$ cat config.mk
export PLATFORM = sky130hd
export DESIGN_NAME = xcore_exe_shift_arb
export DESIGN_NICKNAME = d
export VERILOG_FILES = /design/src/rtl/xcore_exe_shift_arb.sv
export SDC_FILE = /design/constraint.sdc
export NUM_CORES = 1
export LEC_CHECK = 0
export ABC_AREA = 1
export BUFFER_PORTS_ARGS = -buffer_cell sky130_fd_sc_hd__buf_2
export CAP_MARGIN = 20
export CORE_MARGIN = 5
export CORE_UTILIZATION = 43
export CTS_BUF_LIST = sky130_fd_sc_hd__clkbuf_16
export CTS_CLUSTER_DIAMETER = 200
export DETAILED_ROUTE_END_ITERATION = 12
export PLACE_DENSITY = 0.78
export SLEW_MARGIN = 15
export SYNTH_ARGS = -nofsm -noshare
export SYNTH_HDL_FRONTEND = slang
export SYNTH_SLANG_ARGS = --single-unit
$ cat constraint.sdc
create_clock -name clk -period 2.2 [get_ports clk]
set_input_delay 0.11 -clock clk [delete_from_list [all_inputs] [get_ports clk]]
set_output_delay 0.11 -clock clk [all_outputs]
set_load 0.02 [all_outputs]
$ cat src/rtl/xcore_exe_shift_arb.sv
// rtl/xcore_exe_shift_arb.sv - two-requester round-robin front end for an external barrel shifter
// Optional rotate support: define XCORE_SHIFT_ROTATE_EN to enable ROR (op 11) through a second shifter pass.
module xcore_exe_shift_arb #(
    parameter logic RR_INIT = 1'b0
) (
    input  logic        clk,
    input  logic        rst,
    input  logic        req0_valid,
    output logic        req0_ready,
    input  logic [31:0] req0_data,
    input  logic [4:0]  req0_shamt,
    input  logic [1:0]  req0_op,
    input  logic        req1_valid,
    output logic        req1_ready,
    input  logic [31:0] req1_data,
    input  logic [4:0]  req1_shamt,
    input  logic [1:0]  req1_op,
    output logic        rsp_valid,
    input  logic        rsp_ready,
    output logic        rsp_id,
    output logic [31:0] rsp_data,
    output logic        rsp_err,
    output logic [31:0] sh_data,
    output logic        sh_a_l,
    output logic        sh_l_r,
    output logic [4:0]  sh_shamt,
    input  logic [31:0] sh_dout
);
    localparam logic [1:0] OP_SLL = 2'b00;
    localparam logic [1:0] OP_SRL = 2'b01;
    localparam logic [1:0] OP_SRA = 2'b10;
    localparam logic [1:0] OP_ROR = 2'b11;

`ifdef XCORE_SHIFT_ROTATE_EN
    typedef enum logic [1:0] {IDLE, PASS1, PASS2, RESP} state_t;
`else
    typedef enum logic [1:0] {IDLE, PASS1, RESP} state_t;
`endif

    state_t      state_q, state_d;
    logic        prio_q, prio_d;
    logic [31:0] data_q, data_d;
    logic [4:0]  shamt_q, shamt_d;
    logic [1:0]  op_q, op_d;
    logic        rsp_valid_q, rsp_valid_d;
    logic        rsp_id_q, rsp_id_d;
    logic [31:0] rsp_data_q, rsp_data_d;
    logic        rsp_err_q, rsp_err_d;
    logic        grant0, grant1;

    // Grant is only meaningful in IDLE; a tie goes to the requester named by prio.
    always_comb begin
        grant0 = req0_valid && (!req1_valid || !prio_q);
        grant1 = req1_valid && (!req0_valid || prio_q);
    end

    assign req0_ready = !rst && (state_q == IDLE) && grant0;
    assign req1_ready = !rst && (state_q == IDLE) && grant1;
    assign rsp_valid  = rsp_valid_q;
    assign rsp_id     = rsp_id_q;
    assign rsp_data   = rsp_data_q;
    assign rsp_err    = rsp_err_q;

    always_comb begin
        sh_data  = 32'd0;
        sh_shamt = 5'd0;
        sh_a_l   = 1'b1;
        sh_l_r   = 1'b0;
        case (state_q)
            PASS1: begin
                case (op_q)
                    OP_SLL: begin
                        sh_data  = data_q;
                        sh_shamt = shamt_q;
                        sh_l_r   = 1'b1;
                    end
                    OP_SRL: begin
                        sh_data  = data_q;
                        sh_shamt = shamt_q;
                    end
                    OP_SRA: begin
                        sh_data  = data_q;
                        sh_shamt = shamt_q;
                        sh_a_l   = 1'b0;
                    end
                    default: begin
`ifdef XCORE_SHIFT_ROTATE_EN
                        sh_data  = data_q;
                        sh_shamt = shamt_q;
`endif
                    end
                endcase
            end
`ifdef XCORE_SHIFT_ROTATE_EN
            // Left half of the rotate: 5-bit wraparound gives (32 - shamt) mod 32.
            PASS2: begin
                sh_data  = data_q;
                sh_shamt = 5'd0 - shamt_q;
                sh_l_r   = 1'b1;
            end
`endif
            default: ;
        endcase
    end

    always_comb begin
        state_d     = state_q;
        prio_d      = prio_q;
        data_d      = data_q;
        shamt_d     = shamt_q;
        op_d        = op_q;
        rsp_valid_d = rsp_valid_q;
        rsp_id_d    = rsp_id_q;
        rsp_data_d  = rsp_data_q;
        rsp_err_d   = rsp_err_q;
        case (state_q)
            IDLE: begin
                if (grant0 || grant1) begin
                    data_d   = grant1 ? req1_data  : req0_data;
                    shamt_d  = grant1 ? req1_shamt : req0_shamt;
                    op_d     = grant1 ? req1_op    : req0_op;
                    rsp_id_d = grant1;
                    prio_d   = grant0;
                    state_d  = PASS1;
                end
            end
            PASS1: begin
                rsp_data_d  = sh_dout;
                rsp_err_d   = 1'b0;
                state_d     = RESP;
                rsp_valid_d = 1'b1;
                if (op_q == OP_ROR) begin
`ifdef XCORE_SHIFT_ROTATE_EN
                    state_d     = PASS2;
                    rsp_valid_d = 1'b0;
`else
                    rsp_data_d  = 32'd0;
                    rsp_err_d   = 1'b1;
`endif
                end
            end
`ifdef XCORE_SHIFT_ROTATE_EN
            PASS2: begin
                rsp_data_d  = rsp_data_q | sh_dout;
                state_d     = RESP;
                rsp_valid_d = 1'b1;
            end
`endif
            RESP: begin
                if (rsp_ready) begin
                    rsp_valid_d = 1'b0;
                    state_d     = IDLE;
                end
            end
            default: state_d = IDLE;
        endcase
    end

    always_ff @(posedge clk or posedge rst) begin
        if (rst) begin
            state_q     <= IDLE;
            prio_q      <= RR_INIT;
            data_q      <= 32'd0;
            shamt_q     <= 5'd0;
            op_q        <= 2'd0;
            rsp_valid_q <= 1'b0;
            rsp_id_q    <= 1'b0;
            rsp_data_q  <= 32'd0;
            rsp_err_q   <= 1'b0;
        end else begin
            state_q     <= state_d;
            prio_q      <= prio_d;
            data_q      <= data_d;
            shamt_q     <= shamt_d;
            op_q        <= op_d;
            rsp_valid_q <= rsp_valid_d;
            rsp_id_q    <= rsp_id_d;
            rsp_data_q  <= rsp_data_d;
            rsp_err_q   <= rsp_err_d;
        end
    end
endmodule

==> impl_metrics.yaml <==
synthesis:
  synthFlopType: "dfrtp_1"
  synth.top_cell.area_share_pct: 47.0
  yosysSeqAreaShare_pct: 47.0
  synth_top_family_by_area: "simple AND/OR/NAND/NOR gates"
  synth_nets: 708
  syn_inst: 593
  synthTopCellsByArea: "dfrtp_1, nand2_1, nand3_1"
  synth_xor_area_share_pct: 0
  syn_area_mm2: 0.00410
  synth.distinct_cells: 16
  synthSimpleGateAreaFrac_pct: 39.1
  synth_edf_count: 0
  synth_mux_area_share_pct: 0
  yosys_warnings: 0
  synth_top_cell_by_area: "dfrtp_1"
  yosys-top-cells-count: "nand2_1, nand3_1, inv_1, dfrtp_1, nor2_1"
  ys_seq_elements: 77
  synth_compound_area_share_pct: 0.915
  yosys.area_share.adder_pct: 0
  syn_avg_cell_area_um2: 6.92
  async_reset_ff_share_pct: 100
  yosysMostFrequentCell: "nand2_1"
global_route:
  grt_overflow_total: 0
  first_global_vias: 4401
  gr-usage-met3_pct: 4.26
  grt_max_degree: 46
  gr-usage-all-layers_pct: 22.4
  grt_pass1_wl_um: 20900
  antenna_found_initial: 0
  grt_use_met1_pct: 28.3
  busiest_layer: "met2"
  grtUsageMet2_pct: 37.6
clock_network:
  cts_max_path_buffers: 2
  cts_tree: "done"
  path_clk_slew_ps: 60
  clock_sinks: 77
  cts_buffers: 9
  postCtsResizedCells: 0
  root_buffer: "clkbuf_16"
  htreeDepth: 3
  insertion_delay_ps: 330
setup_path:
  worstSetupPathType: "reg -> out"
  rr_endpoint: "rsp_data[31]"
  regToRegSetupSlack_ps: 790
  ff2ff_path_depth: 6
  crit_fanout: 21
  required_ps: 2090
  endpoint: "req0_ready"
  cp-startpoint: "state_q[0]"
  worstPathArrival_ps: 1650
  worstSetupEndpointType: "primary output"
  regToRegStartpoint: "state_q[1]"
  crit_path_start_kind: "flop"
timing:
  max_slew_margin_pct: 66.2
  setup_tns_ps: 0
  max_slew.worst_pin.slew_ps: 508
  slew_viol_final: 0
  max_freq_ghz: 0.569
  setup_viol: 0
  finalHoldWorstSlack_ps: 7.79
  hold_violations: 0
  rsz0062_at_grt: "false"
  period_needed_ps: 1760
  period_share_pct: 79.9
  fin_skew_ps: 6.83
layout:
  diodes: 0
  fillers: 791
  final_cells: 937
  layout-drive-gt1-share_pct: 28.2
  syn_to_final_growth_pct: 40.9
  nets: 918
die:
  die_area_mm2: 0.0116
  core_mm2: 0.00928
  die_x_um: 108
  num_rows: 35
  io_pins: 191
  start_util_pct: 44.2
  die_h_um: 108
routing:
  wl_per_cell_um: 13.7
  post-route-drc-count: 0
  drt_iter0_markers: 379
  drt_wl_total_um: 12900
  viasPerCell: 4.84
  vias: 4532
  drtPass1Iterations: 6
  ant_nets: 0
flow_run:
  cap_violations: 0
placement:
  place_inst: 890
  dpl.hpwl_um: 9130
  io_buffers: 190
  gp_congestion: 0.836
power_and_ir_drop:
  p_leak_uw: 0.00354
  total_power_uw: 7840
  vdd_drop_max_mv: 0.495
  power.density_mw_per_mm2: 1360
run_status:
  status: "complete, no violations"
min_path:
  hold_path.class: "in -> reg"
==> flip-flops by register name (all words and copies together) (netlist names) <==
| signal | count |
|---|---|
| data_q | 32 |
| op_q | 2 |
| prio_q | 1 |
| rsp_data | 32 |
| rsp_err | 1 |
| rsp_id | 1 |
| rsp_valid | 1 |
| shamt_q | 5 |
| state_q | 2 |
==> critical path, stage by stage, from the launching register on <==
cell,delay [ps]
dfrtp_1,400
inv_1,100
nand2_1,130
nor2_4,110
buf_4,240
nand2_1,90
nor2_1,90
buf_2,170
==> logic make-up (layout without fill, tap and decap cells) <==
group	Yosys count	count (layout)
AOI/OAI and AO/OA	6	6
buffers and inverters	124	339
and+or+nand+nor	386	386
DFF	77	77
==> worst min path at each step <==
stage	start	end	slack, ps	cells after the start
2_1_floorplan	rsp_ready	state_q[1]	220	1
3_3_place_gp	rst	rsp_id	20	2
5_1_grt	sh_dout[27]	rsp_data[27]	10	3
6_report	sh_dout[23]	rsp_data[23]	8	3
3_5_place_dp	rst	rsp_id	20	2
4_1_cts	sh_dout[27]	rsp_data[27]	0.5	3
==> final cells by class <==
class / instances / area (um2) / share of cell area [%]
sequential: 77 / 1930 / 33.3
multi-input combinational: 392 / 1650 / 28.6
timing repair buffer: 238 / 1400 / 24.2
inverter: 85 / 320 / 5.54
clock buffer: 9 / 225 / 3.90
tap: 129 / 161 / 2.79
clock inverter: 7 / 91.3 / 1.58
==> power by group <==
part	internal (uW)	total (uW)	switching (uW)
clock	986	1540	551
combinational	1280	3790	2510
sequential	2120	2510	390
total	4380	7840	3450
==> through the flow <==
stage | cell area [um2] | util (%) | setup slack (ps)
floorplan | 4100 | - | 123
global placement | 5150 | 55.5 | 724
detailed placement | 5150 | 55.5 | 703
CTS | 5780 | 62.3 | 437
global route | 5780 | 62.3 | 327
finish | 5780 | 62.3 | 441
==> placed cells by master (no fill, tap or decap), drive strengths merged <==
cell / n
nand2: 222
buf: 207
nand3: 118
inv: 85
dfrtp: 77
nor2: 44
dlygate4sd3: 31
clkbuf: 9
o21ai: 5
clkinv: 3
nor3: 2
clkinvlp: 2
bufinv: 2
a21oi: 1
==> metal layers <==
| metal | vias up | part of all wire [%] |
|---|---|---|
| li1 | 2222 | - |
| met5 | - | 0 |
| met4 | 0 | 2.2 |
| met3 | 29 | 9.4 |
| met2 | 270 | 48 |
| met1 | 2011 | 40 |
==> repair_timing <==
action | in CTS | in global routing
setup buffers | 0 | 0
setup endpoints to repair | 0 | 0
hold endpoints to repair | 37 | 0
hold buffers | 31 | 0
No activity file was read; power rests on OpenSTA's default activity.
